## src/rtl/conv_window3x3.sv

```systemverilog
// Streaming 3x3 convolution over a row-tap image stream.
// Three pipeline stages (multiply, sum, shift+clamp) behind a 3x3 window register.
module conv_window3x3 #(
  parameter int unsigned WIDTH  = 180,
  parameter int unsigned HEIGHT = 180,
  parameter int unsigned SHIFT  = 0
) (
  input  logic        pushpixel,
  input  logic        reset,
  input  logic        in_valid,
  input  logic [8:0]  w1,
  input  logic [8:0]  w2,
  input  logic [8:0]  w3,
  input  logic [35:0] kernel,
  output logic        out_valid,
  output logic [8:0]  pix_out,
  output logic        frame_done
);

  localparam int unsigned CW = (WIDTH > 1) ? $clog2(WIDTH) : 1;
  localparam int unsigned RW = (HEIGHT > 1) ? $clog2(HEIGHT) : 1;
  localparam logic [CW-1:0] ColLast = CW'(WIDTH - 1);
  localparam logic [RW-1:0] RowLast = RW'(HEIGHT - 1);

  logic [CW-1:0]      col_q, col_d;
  logic [RW-1:0]      row_q, row_d;
  logic [8:0]         win_q [9];
  logic [8:0]         win_d [9];
  logic [35:0]        kern_q, kern_d;
  logic               v0_q, v0_d, last0_q, last0_d;
  logic signed [13:0] prod_q [9];
  logic signed [13:0] prod_d [9];
  logic signed [13:0] pix_ext [9];
  logic signed [13:0] coef_ext [9];
  logic               v1_q, last1_q;
  logic signed [17:0] sum_q, sum_d, shifted;
  logic               v2_q, last2_q;
  logic               out_valid_q, frame_done_q;
  logic [8:0]         pix_q, pix_d;

  // Window index is row*3 + col; column 2 is the newest.
  always_comb begin
    col_d   = col_q;
    row_d   = row_q;
    win_d   = win_q;
    kern_d  = kern_q;
    v0_d    = 1'b0;
    last0_d = 1'b0;
    if (in_valid) begin
      for (int r = 0; r < 3; r++) begin
        win_d[r*3]     = win_q[r*3+1];
        win_d[r*3+1]   = win_q[r*3+2];
      end
      win_d[2] = w1;
      win_d[5] = w2;
      win_d[8] = w3;
      if (col_q == '0 && row_q == '0) kern_d = kernel;
      v0_d    = (32'(col_q) >= 32'd2) && (32'(row_q) >= 32'd2);
      last0_d = v0_d && (col_q == ColLast) && (row_q == RowLast);
      if (col_q == ColLast) begin
        col_d = '0;
        row_d = (row_q == RowLast) ? '0 : row_q + RW'(1);
      end else begin
        col_d = col_q + CW'(1);
      end
    end
  end

  always_comb begin
    for (int k = 0; k < 9; k++) begin
      pix_ext[k]  = {5'b0, win_q[k]};
      coef_ext[k] = {{10{kern_q[4*k+3]}}, kern_q[4*k +: 4]};
      prod_d[k]   = pix_ext[k] * coef_ext[k];
    end
  end

  always_comb begin
    sum_d = '0;
    for (int k = 0; k < 9; k++) begin
      sum_d = sum_d + {{4{prod_q[k][13]}}, prod_q[k]};
    end
  end

  always_comb begin
    shifted = sum_q >>> SHIFT;
    pix_d   = pix_q;
    if (v2_q) begin
      if (shifted[17])              pix_d = 9'd0;
      else if (shifted > 18'sd511)  pix_d = 9'd511;
      else                          pix_d = shifted[8:0];
    end
  end

  always_ff @(posedge pushpixel or negedge reset) begin
    if (!reset) begin
      col_q        <= '0;
      row_q        <= '0;
      win_q        <= '{default: '0};
      kern_q       <= '0;
      v0_q         <= 1'b0;
      last0_q      <= 1'b0;
      prod_q       <= '{default: '0};
      v1_q         <= 1'b0;
      last1_q      <= 1'b0;
      sum_q        <= '0;
      v2_q         <= 1'b0;
      last2_q      <= 1'b0;
      out_valid_q  <= 1'b0;
      frame_done_q <= 1'b0;
      pix_q        <= '0;
    end else begin
      col_q        <= col_d;
      row_q        <= row_d;
      win_q        <= win_d;
      kern_q       <= kern_d;
      v0_q         <= v0_d;
      last0_q      <= last0_d;
      prod_q       <= prod_d;
      v1_q         <= v0_q;
      last1_q      <= last0_q;
      sum_q        <= sum_d;
      v2_q         <= v1_q;
      last2_q      <= last1_q;
      out_valid_q  <= v2_q;
      frame_done_q <= v2_q && last2_q;
      pix_q        <= pix_d;
    end
  end

  assign out_valid  = out_valid_q;
  assign frame_done = frame_done_q;
  assign pix_out    = pix_q;

endmodule

```

## config.mk

```make
export PLATFORM = sky130hd
export DESIGN_NAME = conv_window3x3
export DESIGN_NICKNAME = d
export VERILOG_FILES = /design/src/rtl/conv_window3x3.sv
export SDC_FILE = /design/constraint.sdc
export NUM_CORES = 1
export LEC_CHECK = 0
export ABC_CLOCK_PERIOD_IN_PS = 4100
export CORE_AREA = 2 2 245 247
export DETAILED_ROUTE_END_ITERATION = 16
export DIE_AREA = 0 0 247 249
export MAX_ROUTING_LAYER = met4
export PLACE_DENSITY = 0.68
export SLEW_MARGIN = 5
export SYNTH_ARGS = -nofsm -noshare
export SYNTH_HDL_FRONTEND = slang
export SYNTH_SLANG_ARGS = --single-unit
export TNS_END_PERCENT = 20
```

## constraint.sdc

```tcl
create_clock -name pushpixel -period 4.1 [get_ports pushpixel]
set_clock_uncertainty 0.2 [all_clocks]
set_input_delay 0.41 -clock pushpixel [delete_from_list [all_inputs] [get_ports pushpixel]]
set_output_delay 0.41 -clock pushpixel [all_outputs]
set_load 0.01 [all_outputs]
```

==> impl_metrics.ini, run 1 <==
[cells_and_area]
mostFrequentLayoutCell = inv_1
most-common-layout-cells = 368 x inv_1, 292 x dfrtp_1, 259 x ha_1
syn2layout_area_growth_pct = 16.7
drive_gt1_share_pct = 15.3
fin_util_pct = 46.4
finalNetCount = 2952
instances_no_fill = 3180
stdcell_area_sq_um = 27200

[global_route]
overflow = 0
grt_pass1_wl_um = 87200
grt_max_degree = 97
grt_pass1_vias = 17147
antenna_found_initial = 2
grt_use_total_pct = 18.2

[outcome]
violations = negative setup slack
status = complete, but fails checks

[worst_setup_path]
cp-end-kind = register
startpoint = prod_q[13]$_DFF_PN0_
arrival_ps = 4560
crit_fanout = 2
reg2reg_from = prod_q[13]$_DFF_PN0_
start_kind = register
setup.worst_path.class = register to register
worst_ep_required_time_ps = 4360

[synthesis]
yosysWarnings = 0
syn_inst = 2190
synth_edf_count = 0
synth-seq-area-share_pct = 31.6
syn_area_sq_um = 23300
synth.lib_cells_used.distinct = 54
synthesis.nets = 2759
syn_avg_cell_area_sq_um = 10.6
ys_ff_latch = 294
synth_top_flop_cell = dfrtp_1
ys_async_sr_fraction_pct = 100

[sta]
setup_viol = 10
finalMaxSlewViolations = 0
fin_tns_setup_ps = -1020
fmax_mhz = 233
worst_pin_slew_ps = 801
grt_setup_unrepaired = true
slew_headroom_pct = 46.6
setup_slack_ps = -194
fin_crit_sh_pct = 105
fin_crit_ps = 4290
hold_viol_final = 0
worst_hold_slack_ps = 152

[route]
viasPerCell = 4.92
dr.first_iter.drc_count = 644
num_vias = 15636
ant_nets = 0
drt-pass1-iter-count = 6
wl_per_cell_um = 16.4
drt_wl_total_um = 52200
drc_errors = 0

[die]
core_sq_um = 58700
design.die.area_sq_um = 61500
die_w_um = 247
die_y_um = 249
start_util_pct = 39.7
io_pins = 77
num_rows = 89

[run]
drv_cap = 0

[cts]
clk_latency_ps = 550
cts_tree = done
htree_levels = 2
cts_buffers = 34
clock_path_buffers = 3
cts-root-buf = clkbuf_16
cts.sinks = 294
path_clk_slew_ps = 60

[hold_path]
worstHoldPathType = register to register
min_from = v1_q$_DFF_PN0_

[placed_design]
place_area_sq_um = 25800
dp.cells = 3112
place_congestion = 0.875
hpwl_um = 42100
port-buffer-count = 76

[pwr]
power.density_nw_per_um2 = 737
p_leak_nw = 13.6
ir_drop_uv = 1790
flip-flops by register name, summed over array words and instances, names as in the netlist, 8 cells and up:
signal	count
row_q	8
pix_out	9
pix_ext	81
col_q	8
kern_q	36
prod_q	126
shifted	18
kinds of logic after synthesis:
logic type	share of synthesized area, %
fa+ha+maj	34.6
flops	31.6
compound gates	5.49
buf+inv	6.98
xor+xnor	3.16
mux	5.65
simple gates	12.6
power breakdown:
part | total [mW] | internal (mW) | switching [mW]
sequential | 3.83 | 3.49 | 0.345
clock | 3.16 | 1.91 | 1.25
combinational | 13.0 | 6.29 | 6.76
path summary, 6_finish.rpt:
kind	end	slack [ps]	cells after the start
max reg2reg	shifted[17]$_DFF_PN0_	-190	13
max	shifted[17]$_DFF_PN0_	-190	13
min	v2_q$_DFF_PN0_	150	0
max in group asynchronous	kern_q[29]$_DFFE_PN0P_	2420	3
min reg2reg	v2_q$_DFF_PN0_	150	0
min in group asynchronous	pix_ext[119]$_DFFE_PN0P_	260	2
synthesized netlist by cell type (all sizes together) (2+ instances only):
cell type | instances | share of area (%)
nand4b | 3 | 0.11
o21ai | 49 | 1.1
a31o | 8 | 0.30
a21o | 8 | 0.26
xor2 | 26 | 0.98
a311oi | 2 | 0.075
ha | 267 | 14
clkbuf | 18 | 0.30
nor2 | 106 | 1.7
o311ai | 2 | 0.075
dfrtp | 294 | 32
or4b | 3 | 0.13
a2111oi | 5 | 0.19
o21a | 25 | 0.81
o41ai | 6 | 0.23
a21oi | 50 | 1.1
o21bai | 9 | 0.29
nor3 | 40 | 0.91
o22ai | 2 | 0.054
inv | 377 | 6.1
and2 | 115 | 3.1
nand4 | 10 | 0.27
a31oi | 7 | 0.19
nor4 | 8 | 0.21
or2 | 8 | 0.21
and3 | 7 | 0.19
fa | 236 | 20
nand2b | 68 | 1.8
o211ai | 5 | 0.16
nand3 | 17 | 0.37
or4 | 6 | 0.21
nand2 | 167 | 2.7
xnor2 | 58 | 2.2
a211o | 2 | 0.075
mux2 | 117 | 5.7
o31a | 5 | 0.19
buf | 18 | 0.61
nor2b | 18 | 0.48
o31ai | 9 | 0.29
layout make-up:
type                            count  area [sq um]
Timing Repair Buffer              193          1670
Multi-Input combinational cell   1483         14600
Clock inverter                     12           151
Clock buffer                       47          1000
Antenna cell                        1          2.50
Fill cell                        5304         31500
Tap cell                          773           967
Inverter                          377          1420
Sequential cell                   294          7360
stage by stage:
step                setup WS (ps)  power (mW)
floorplan                   -37.5        11.1
finish                       -194        20.0
CTS                          -181        19.2
detailed placement           -266        15.2
global placement             -210        14.8
global route                 -354        21.7
layer usage:
layer	track usage (%)	share of wire, %	up-vias
met1	23.3	45	7908
met5	-	0	-
met2	30.0	49	226
li1	-	-	7410
met4	5.54	3.0	0
met3	2.31	3.2	92
critical path, stage by stage, from the launching register on:
cell	delay (ps)
dfrtp_1	390
fa_1	600
inv_2	70
fa_2	570
fa_1	440
fa_1	510
inv_2	40
ha_4	200
a21o_1	170
a211o_1	290
or4_1	420
nor2_1	110
o22ai_1	90
nor2_1	120
repair_timing:
item | in CTS | in global routing
pin swaps | 17 | 18
endpoints found under the hold margin | 91 | 0
hold buffers | 1 | 0
gates resized for setup | 22 | 42
setup buffers | 3 | 4
endpoints found under the setup margin | 16 | 29
No activity file was read; power rests on OpenSTA's default activity.
==> inputs of run 2 (changes only) <==
SKIP_LAST_GASP = 1   (was unset)
==> run 2 against run 1 <==
Critical path type unchanged. The run still ends with negative setup slack left. Sequential power about the same. Hold slack about the same. Non-clock buffer count grew 1. Critical endpoint unchanged. Die area unchanged. Fmax fell by 0.73%. Wire length fell by 0.29%. Setup slack got worse by 32 ps. Flip-flop and latch count did not move. Core utilization decreased by 0.068 points.
==> impl_metrics.ini, run 2 (synthesized netlist as in run 1, its figures left out) <==
[outcome]
status = complete, but fails checks
violations = negative setup slack

[route]
ant_nets = 0
drt_wl_total_um = 52000
drt-pass1-iter-count = 4
wl_per_cell_um = 16.4
viasPerCell = 4.92
num_vias = 15653
drc_errors = 0
dr.first_iter.drc_count = 618

[sta]
fin_crit_ps = 4330
fin_crit_sh_pct = 106
finalMaxSlewViolations = 0
slew_headroom_pct = 45.5
setup_viol = 12
fmax_mhz = 231
grt_setup_unrepaired = true
worst_hold_slack_ps = 152
worst_pin_slew_ps = 818
fin_tns_setup_ps = -1260
setup_slack_ps = -226
hold_viol_final = 0

[placed_design]
dp.cells = 3112
hpwl_um = 42100
place_congestion = 0.875
place_area_sq_um = 25800
pre_cts_ws_ps = -266
port-buffer-count = 76

[pwr]
power_mw = 19.8
ir_drop_uv = 1610
power.density_nw_per_um2 = 729
p_leak_nw = 13.6

[worst_setup_path]
arrival_ps = 4590
r2r_end = shifted[17]$_DFF_PN0_
cp.depth = 13
slowest_delay_ps = 600
crit_fanout = 2
crit_path_end = shifted[17]$_DFF_PN0_
reg2reg_from = prod_q[13]$_DFF_PN0_
cp-end-kind = register
cp_common_cell = fa_1
setup.worst_path.class = register to register
cpMaxStageDelayCell = fa_1
crit_buf_inv = 2
path_cells = fa_1 > inv_2 > fa_2 > fa_1 > fa_1 > inv_1 > ha_4 > a21o_1 > a211o_1 > or4_1 > nor2_1 > o22ai_1 > nor2_1
start_kind = register
worst_ep_required_time_ps = 4360
ff2ff_setup_slack_ps = -230
path_delay_family = adder cells
startpoint = prod_q[13]$_DFF_PN0_
rr_worst_depth = 13

[cells_and_area]
largest_reg_flops = 126
finalNetCount = 2953
mostFrequentLayoutCell = inv_1
drive_gt1_share_pct = 14.8
syn2layout_area_growth_pct = 16.6
most-common-layout-cells = 372 x inv_1, 292 x dfrtp_1, 258 x ha_1
regMostFlops = prod_q
fill_cells = 5305
stdcell_area_sq_um = 27200
regArea_sq_um = 7360
multi_input_area_sq_um = 14600
instances_no_fill = 3181
fin_util_pct = 46.3

[global_route]
antenna_found_initial = 2
overflow = 0
grt_pass1_vias = 17135
grt_pass1_wl_um = 87100
grt_max_degree = 97
grt_use_total_pct = 18.2

[die]
start_util_pct = 39.7
io_pins = 77
die_w_um = 247
core_sq_um = 58700
num_rows = 89
design.die.area_sq_um = 61500
die_y_um = 249

[cts]
cts-root-buf = clkbuf_16
clk_latency_ps = 550
cts.sinks = 294
cts_buffers = 34
clock_path_buffers = 3
htree_levels = 2
cts_tree = done
path_clk_slew_ps = 60

[run]
drv_cap = 0

[hold_path]
worstHoldPathType = register to register
## run 2: area by class of cell
class	count	share of cell area, %
multi-input combinational	1483	53.7
sequential	294	27.1
timing repair buffer	194	6.19
inverter	377	5.21
clock buffer	47	3.69
tap	773	3.56
clock inverter	12	0.557
antenna	1	0.00921
## run 2: timing repair
action	CTS	global route
pin swaps	14	20
gates resized for setup	13	33
endpoints found under the hold margin	91	0
setup buffers	3	5
endpoints found under the setup margin	16	30
hold buffers	1	0
## run 2: worst reg2reg max path: cells and delay by family, from the launching register on
kind	cells	cell delay, ps
DFF	1	390
AOI/OAI and AO/OA	3	550
and+or+nand+nor	3	680
adders and majority gates	5	2310
buffers and inverters	2	130
## run 2: how the worst min path moves through the flow
stage / startpoint / to / slack, ps / cells after the start
2_1_floorplan: reset / col_q[0]$_DFFE_PN0P_ / -90 / 0
3_3_place_gp: v1_q$_DFF_PN0_ / v2_q$_DFF_PN0_ / 130 / 0
3_5_place_dp: v0_q$_DFF_PN0_ / v1_q$_DFF_PN0_ / 150 / 0
4_1_cts: v1_q$_DFF_PN0_ / v2_q$_DFF_PN0_ / 150 / 0
5_1_grt: last0_q$_DFF_PN0_ / last1_q$_DFF_PN0_ / 160 / 0
6_report: v1_q$_DFF_PN0_ / v2_q$_DFF_PN0_ / 150 / 0
## run 2: per-layer routing
metal	up-vias	wire, um	track usage [%]
li1	7409	-	-
met1	7917	23200	23.2
met2	235	25600	30.1
met3	92	1750	2.31
met4	0	1500	5.39
met5	-	0	-
## run 2: where the power goes
group          switching, mW  internal (mW)
clock network           1.25           1.91
logic                   6.61           6.21
registers              0.345           3.49
total                   8.20           11.6
==> inputs of run 3 (changes only) <==
CAP_MARGIN = 20   (was unset)
==> results of run 3 <==
Same layout as run 2: the final DEF is identical, and so are final timing and power.
==> edit 1 (settings of run 1) <==
Reset style: synchronous (`reset`), changed in one clocked block.
--- a/src/rtl/conv_window3x3.sv
+++ b/src/rtl/conv_window3x3.sv
@@ -93,3 +93,3 @@
 
-  always_ff @(posedge pushpixel or negedge reset) begin
+  always_ff @(posedge pushpixel) begin
     if (!reset) begin
Behaviour: no difference found for any inputs over 10 cycles, from zero or initial values and one cycle with reset low; that may be too few to reach the edited logic, so the function may still have changed.
==> edit 1 against run 1 <==
- the flow still finishes with violations (setup timing)
- final area is 0.39% lower
- setup slack gained 0.058 ns
- area after synthesis is 0.39% higher
- maximum frequency grew 1.4%
- sequential cell count unchanged
- routed wire length grew 5.8%
- highest routed layer unchanged
Power is not compared: it rests on default switching activity, and its combinational part moved more than twofold at a synthesized area within 25%.
==> edit 1: results (changes against run 1) <==
\begin{tabular}{lr}
\hline
Metric & Value \\
\hline
\multicolumn{2}{l}{\textbf{Timing}} \\
Highest Clock Rate & 236 MHz (+1.4\%) \\
Setup violations, final & 9 (-1) \\
Final worst setup slack & -0.136 ns (+0.0577 ns) \\
Normalized max-slew margin & 47.2\% (+0.61 points) \\
Setup TNS & -0.870 ns (+0.152 ns) \\
\multicolumn{2}{l}{\textbf{Yosys}} \\
Top cells by count, synth & 365 x inv\_1, 294 x dfxtp\_1, 274 x nand2\_1, 267 x ha\_1, 236 x fa\_1 \\
Fraction of the mapped netlist area in compound gates & 6.64\% (+1.1 points) \\
Syn nets & 3,083 (+12\%) \\
Portion of the post-synthesis area used by sequential elements & 25.2\% (-6.4 points) \\
Post-synth top flop & dfxtp\_1 \\
Post-synth cell types & 58 (+7.4\%) \\
Number of warnings reported in the yosys synthesis log & 0 (unchanged) \\
Post-Synth Adder-Cell Area & 34.5\% (-0.14 points) \\
Largest cells by area after synthesis & dfxtp\_1 25\%, fa\_1 20\%, ha\_1 14\%, inv\_1 5.9\%, and2\_1 5.1\% \\
Synth Area in XOR/XNOR & 2.43\% (-0.72 points) \\
Ys async rst share & 0\% (-100 points) \\
Post-synthesis mux area share & 4.76\% (-0.89 points) \\
\multicolumn{2}{l}{\textbf{Global routing}} \\
Pin count of the biggest net entering global routing & 116 (+20\%) \\
Aggregate global-route resource usage & 18.8\% (+0.62 points) \\
Wire length of the first global-routing pass & 90.9 mm (+4.4\%) \\
Number of global-route vias before repair & 17,800 (+3.8\%) \\
\multicolumn{2}{l}{\textbf{Drt}} \\
Count of unresolved DRC violations after routing & 0 (unchanged) \\
First-pass DRT Iterations & 5 (-1) \\
Detailed router's first-iteration violation count & 669 (+3.9\%) \\
Average wire per cell in the routed design & 16.0 microns (-2.8\%) \\
DR WL met2 & 27.1 mm (+5.4\%) \\
Detailed-route wire length on metal 1 & 25.7 mm (+10\%) \\
Met3 wire len & 1.36 mm (-18\%) \\
Highest metal layer with signal wires & met4 \\
Via count & 16,900 (+7.8\%) \\
\multicolumn{2}{l}{\textbf{Critical path}} \\
Maximum fanout along the worst path & 3 (+1) \\
Arrival @ worst endpoint & 4.45 ns (-0.11 ns) \\
\multicolumn{2}{l}{\textbf{Status}} \\
Result of the run & complete, but fails checks \\
Failing checks & setup timing \\
\multicolumn{2}{l}{\textbf{CTS}} \\
Maximum level of the CTS H-tree & 2 (unchanged) \\
Number of buffers added by the clock tree synthesis step & 36 (+5.9\%) \\
\multicolumn{2}{l}{\textbf{Cells and area}} \\
Fill cell total of the finished layout & 5,492 (+3.5\%) \\
Antenna diode count & 0 (-1) \\
Number of nets in the layout & 3,231 (+9.5\%) \\
Layout cells sized above 1 & 8.93\% (-6.4 points) \\
\multicolumn{2}{l}{\textbf{Placed design}} \\
RD Place Congestion & 0.877 (+0.17\%) \\
I/O Buffers & 76 (unchanged) \\
Placed wire-length estimate & 44.1 mm (+4.8\%) \\
\multicolumn{2}{l}{\textbf{Worst hold path}} \\
Hold crit path type & in2reg \\
\hline
\end{tabular}
edit 1: cell count changes after synthesis, sizes merged, moves of 74 or more:
cell | before | now
dfrtp | 294 | 0
nor2b | 18 | 118
and2 | 115 | 189
nand2 | 167 | 274
mux2 | 117 | 3
dfxtp | 0 | 294
mux2i | 0 | 108
edit 1: report_power, final:
part           internal (uW)  leakage [uW]  switching [uW]  total [uW]
registers               3050       0.00240             123        3170
logic                   1170        0.0107            1410        2580
clock network           1890      0.000573            1300        3190
total                   6110        0.0136            2830        8940
edit 1: per-stage QoR:
stage / utilization [%] / worst slack (ns) / instance area, sq um / instances
after global placement: 43.7 / -0.179 / 25700 / 3394
after floorplan: - / -0.00611 / 23400 / 2514
after CTS: 45.9 / -0.190 / 26900 / 3458
after global routing: 46.2 / -0.298 / 27100 / 3461
final: 46.2 / -0.136 / 27100 / 3461
after detailed placement: 43.7 / -0.213 / 25700 / 3394
edit 1: critical path, stage by stage (launching register included):
cell and delay (ns):
dfxtp_2 0.33, inv_2 0.04, fa_1 0.53, inv_1 0.05
fa_1 0.45, fa_1 0.53, fa_1 0.42, ha_2 0.21
fa_2 0.37, a21oi_4 0.20, o21ai_4 0.08, a211oi_4 0.32
buf_4 0.17, xnor2_2 0.05, and2_1 0.16
edit 1: cell type report:
| type | instances | area share [%] |
|---|---|---|
| clock buffer | 47 | 3.74 |
| tap | 773 | 3.57 |
| clock inverter | 17 | 0.633 |
| multi-input combinational | 1779 | 59.4 |
| sequential | 294 | 21.7 |
| timing repair buffer | 186 | 5.90 |
| inverter | 365 | 5.06 |
edit 1: worst paths after layout:
kind	from	end	slack, ns	cells past startpoint
worst max-delay path	prod_q[2]$_SDFF_PN0_	shifted[10]$_SDFF_PN0_	-0.14	14
worst min-delay path	in_valid	v0_q$_SDFF_PN0_	0.18	3
worst max register to register	prod_q[2]$_SDFF_PN0_	shifted[10]$_SDFF_PN0_	-0.14	14
worst min register to register	last0_q$_SDFF_PN0_	last1_q$_SDFF_PN0_	0.23	1
edit 1: what timing repair did:
action / in CTS / in global routing
hold buffers: 0 / 0
setup endpoints to repair: 12 / 34
resized for setup: 19 / 50
buffers inserted: 0 / 3
pin swaps: 7 / 19
edit 1: logic make-up after synthesis:
logic type      Yosys count
mux                     111
simple gates            861
flops                   294
fa+ha+maj               503
buf+inv                 441
compound gates          239
xor+xnor                 65
edit 1: metal layers:
| metal | global-route usage [%] | up-vias |
|---|---|---|
| li1 | - | 8267 |
| met1 | 24.3 | 8305 |
| met2 | 31.7 | 214 |
| met3 | 1.71 | 70 |
| met4 | 4.56 | 0 |
| met5 | - | - |
==> edit 2 (settings of run 1) <==
Made on the original files. Change the parameter `WIDTH` from 180 to 360.
--- a/src/rtl/conv_window3x3.sv
+++ b/src/rtl/conv_window3x3.sv
@@ -3,3 +3,3 @@
 module conv_window3x3 #(
-  parameter int unsigned WIDTH  = 180,
+  parameter int unsigned WIDTH  = 360,
   parameter int unsigned HEIGHT = 180,
Behaviour: same outputs for any inputs over 10 cycles, from zero or initial values and one cycle with reset low; that may be too few to reach the edited logic, so the function may still have changed.
==> edit 2 against run 1 <==
- the run still ends with setup timing left
- area after synthesis is 0.67% higher
- critical path depth is 3 higher
- final area is 0.57% higher
- setup slack better by 0.098 ns
- largest cell class unchanged
- synthesized cell count is 0.37% higher
- die area stayed put
- count of clock-buffer cells in the layout is 3 lower
- highest routed layer unchanged
- sequential cell count is 1 higher
- non-clock buffer count is 6 lower
- routed wire length is 1.5% lower
- total power is 2.4% higher
==> edit 2: results (changes against run 1) <==
\begin{tabular}{lr}
\hline
Metric & Value \\
\hline
\multicolumn{2}{l}{\textbf{Status}} \\
Result of the run & complete, but fails checks \\
Failing checks & setup timing \\
\multicolumn{2}{l}{\textbf{Power}} \\
Leak pwr & 0.0137 uW (+0.71\%) \\
Highest ir drop seen on vdd & 1.91 mV (+6.5\%) \\
\multicolumn{2}{l}{\textbf{Placed design}} \\
Placed Cells & 3,116 (+0.13\%) \\
RD Place Congestion & 0.863 (-1.4\%) \\
Setup Slack @ Placement & -0.280 ns (-0.0134 ns) \\
Placed wire-length estimate & 40.8 mm (-3.1\%) \\
I/O Buffers & 76 (unchanged) \\
\multicolumn{2}{l}{\textbf{Drt}} \\
Average wire per cell in the routed design & 16.1 microns (-1.8\%) \\
Detailed router's first-iteration violation count & 742 (+15\%) \\
First-pass DRT Iterations & 5 (-1) \\
Via count & 15,500 (-0.64\%) \\
\multicolumn{2}{l}{\textbf{Yosys}} \\
Post-synth cell types & 54 (unchanged) \\
Number of warnings reported in the yosys synthesis log & 0 (unchanged) \\
Synthesized instance count & 2,198 (+0.37\%) \\
Largest cells by area after synthesis & dfrtp\_1 31\%, fa\_1 20\%, ha\_1 14\%, inv\_1 6.4\%, mux2\_2 4.6\% \\
Top cells by count, synth & 398 x inv\_1, 295 x dfrtp\_1, 267 x ha\_1, 236 x fa\_1, 153 x nand2\_1 \\
Portion of the post-synthesis area used by sequential elements & 31.5\% (-0.10 points) \\
Syn nets & 2,767 (+0.29\%) \\
\multicolumn{2}{l}{\textbf{Timing}} \\
Setup violations, final & 7 (-3) \\
Final worst setup slack & -0.0958 ns (+0.0983 ns) \\
Slew @ Worst Pin & 0.851 ns (+0.0500 ns) \\
\multicolumn{2}{l}{\textbf{Global routing}} \\
Aggregate global-route resource usage & 18.0\% (-0.16 points) \\
Number of global-route vias before repair & 17,000 (-0.90\%) \\
Pin count of the biggest net entering global routing & 88 (-9.3\%) \\
Wire length of the first global-routing pass & 86.2 mm (-1.1\%) \\
Number of antenna violations at the first check in global routing & 2 (unchanged) \\
\multicolumn{2}{l}{\textbf{Critical path}} \\
Arrival @ worst endpoint & 4.44 ns (-0.12 ns) \\
Maximum fanout along the worst path & 3 (+1) \\
\multicolumn{2}{l}{\textbf{CTS}} \\
Worst-Skew Late Latency & around 0.56 ns \\
Maximum count of clock buffers along a single path & 3 (unchanged) \\
Number of buffers added by the clock tree synthesis step & 37 (+8.8\%) \\
\multicolumn{2}{l}{\textbf{Cells and area}} \\
Fill cell total of the finished layout & 5,305 (+0.019\%) \\
Layout cells sized above 1 & 14.4\% (-0.96 points) \\
Post-Layout Cell Count & 3,188 (+0.25\%) \\
Number of nets in the layout & 2,955 (+0.10\%) \\
\hline
\end{tabular}
[edit 2: cell types whose count changed in the layout (fill, tap and decap cells not counted), sizes merged, moves of 8 or more]
cell | run 1 | this run
o21ai | 49 | 58
a21oi | 50 | 66
nor3 | 40 | 11
nand2 | 167 | 153
or3 | 1 | 9
or2 | 8 | 0
o41a | 0 | 9
o21bai | 9 | 18
inv | 379 | 403
[edit 2: per-stage QoR]
step | cell area [sq um] | hold WS, ns | TNS, ns | power (uW)
finish | 27400 | 0.145 | -0.434 | 20500
global route | 27400 | 0.152 | -2.61 | 22100
CTS | 27200 | 0.120 | -0.202 | 19400
detailed placement | 25800 | 0.136 | -1.73 | 15300
global placement | 25800 | 0.135 | -0.705 | 15000
floorplan | 23500 | -0.0856 | -0.0672 | 11100
[edit 2: timing repair]
action,CTS,global route
pin swaps,24,22
resized for setup,22,42
setup endpoints to repair,13,27
setup buffers,3,0
hold buffers,1,0
endpoints found under the hold margin,79,0
[edit 2: kinds of logic after synthesis]
kind of cell | synth area share, %
flops | 31.5
xor+xnor | 3.51
buf+inv | 7.18
mux | 6.10
compound gates | 5.55
simple gates | 11.8
fa+ha+maj | 34.4
[edit 2: path summary, 6_finish.rpt]
check / slack [ns] / start / depth (start not counted) / end
min in group asynchronous: 0.22 / reset / 2 / kern_q[25]$_DFFE_PN0P_
worst min-delay path: 0.14 / v0_q$_DFF_PN0_ / 0 / v1_q$_DFF_PN0_
worst max-delay path: -0.1 / prod_q[19]$_DFF_PN0_ / 16 / shifted[13]$_DFF_PN0_
worst max register to register: -0.1 / prod_q[19]$_DFF_PN0_ / 16 / shifted[13]$_DFF_PN0_
max in group asynchronous: 2.48 / reset / 3 / row_q[0]$_DFFE_PN0P_
worst min register to register: 0.14 / v0_q$_DFF_PN0_ / 0 / v1_q$_DFF_PN0_
[edit 2: routing by layer]
layer,vias up,global-route usage (%),wire length [microns]
li1,7392,-,-
met1,7856,22.7,22800
met2,204,29.9,25400
met3,84,2.84,1750
met4,0,5.28,1470
met5,-,-,0
[edit 2: critical path, cell delays in order, from the launching register on]
cell,delay [ns]
dfrtp_1,0.35
inv_1,0.06
fa_1,0.54
inv_2,0.06
fa_1,0.49
fa_1,0.49
inv_1,0.05
fa_1,0.48
inv_1,0.07
ha_4,0.27
o21ai_0,0.10
o21bai_1,0.22
a21oi_2,0.11
buf_4,0.17
buf_4,0.13
o31ai_2,0.21
nor2_1,0.08
[edit 2: report_power, final]
part           internal (uW)  switching, uW
Sequential              3490            332
Combinational           6440           6890
Clock                   2000           1360
Total                  11900           8590
[edit 2: cell type report]
class	instances	share of cell area [%]
diodes	2	0.0183
clock buffers	44	3.63
clock inverters	22	0.951
inverters	399	5.47
multi-input cells	1466	53.4
flip-flops and latches	295	27.0
well taps	773	3.54
repair buffers	187	5.96
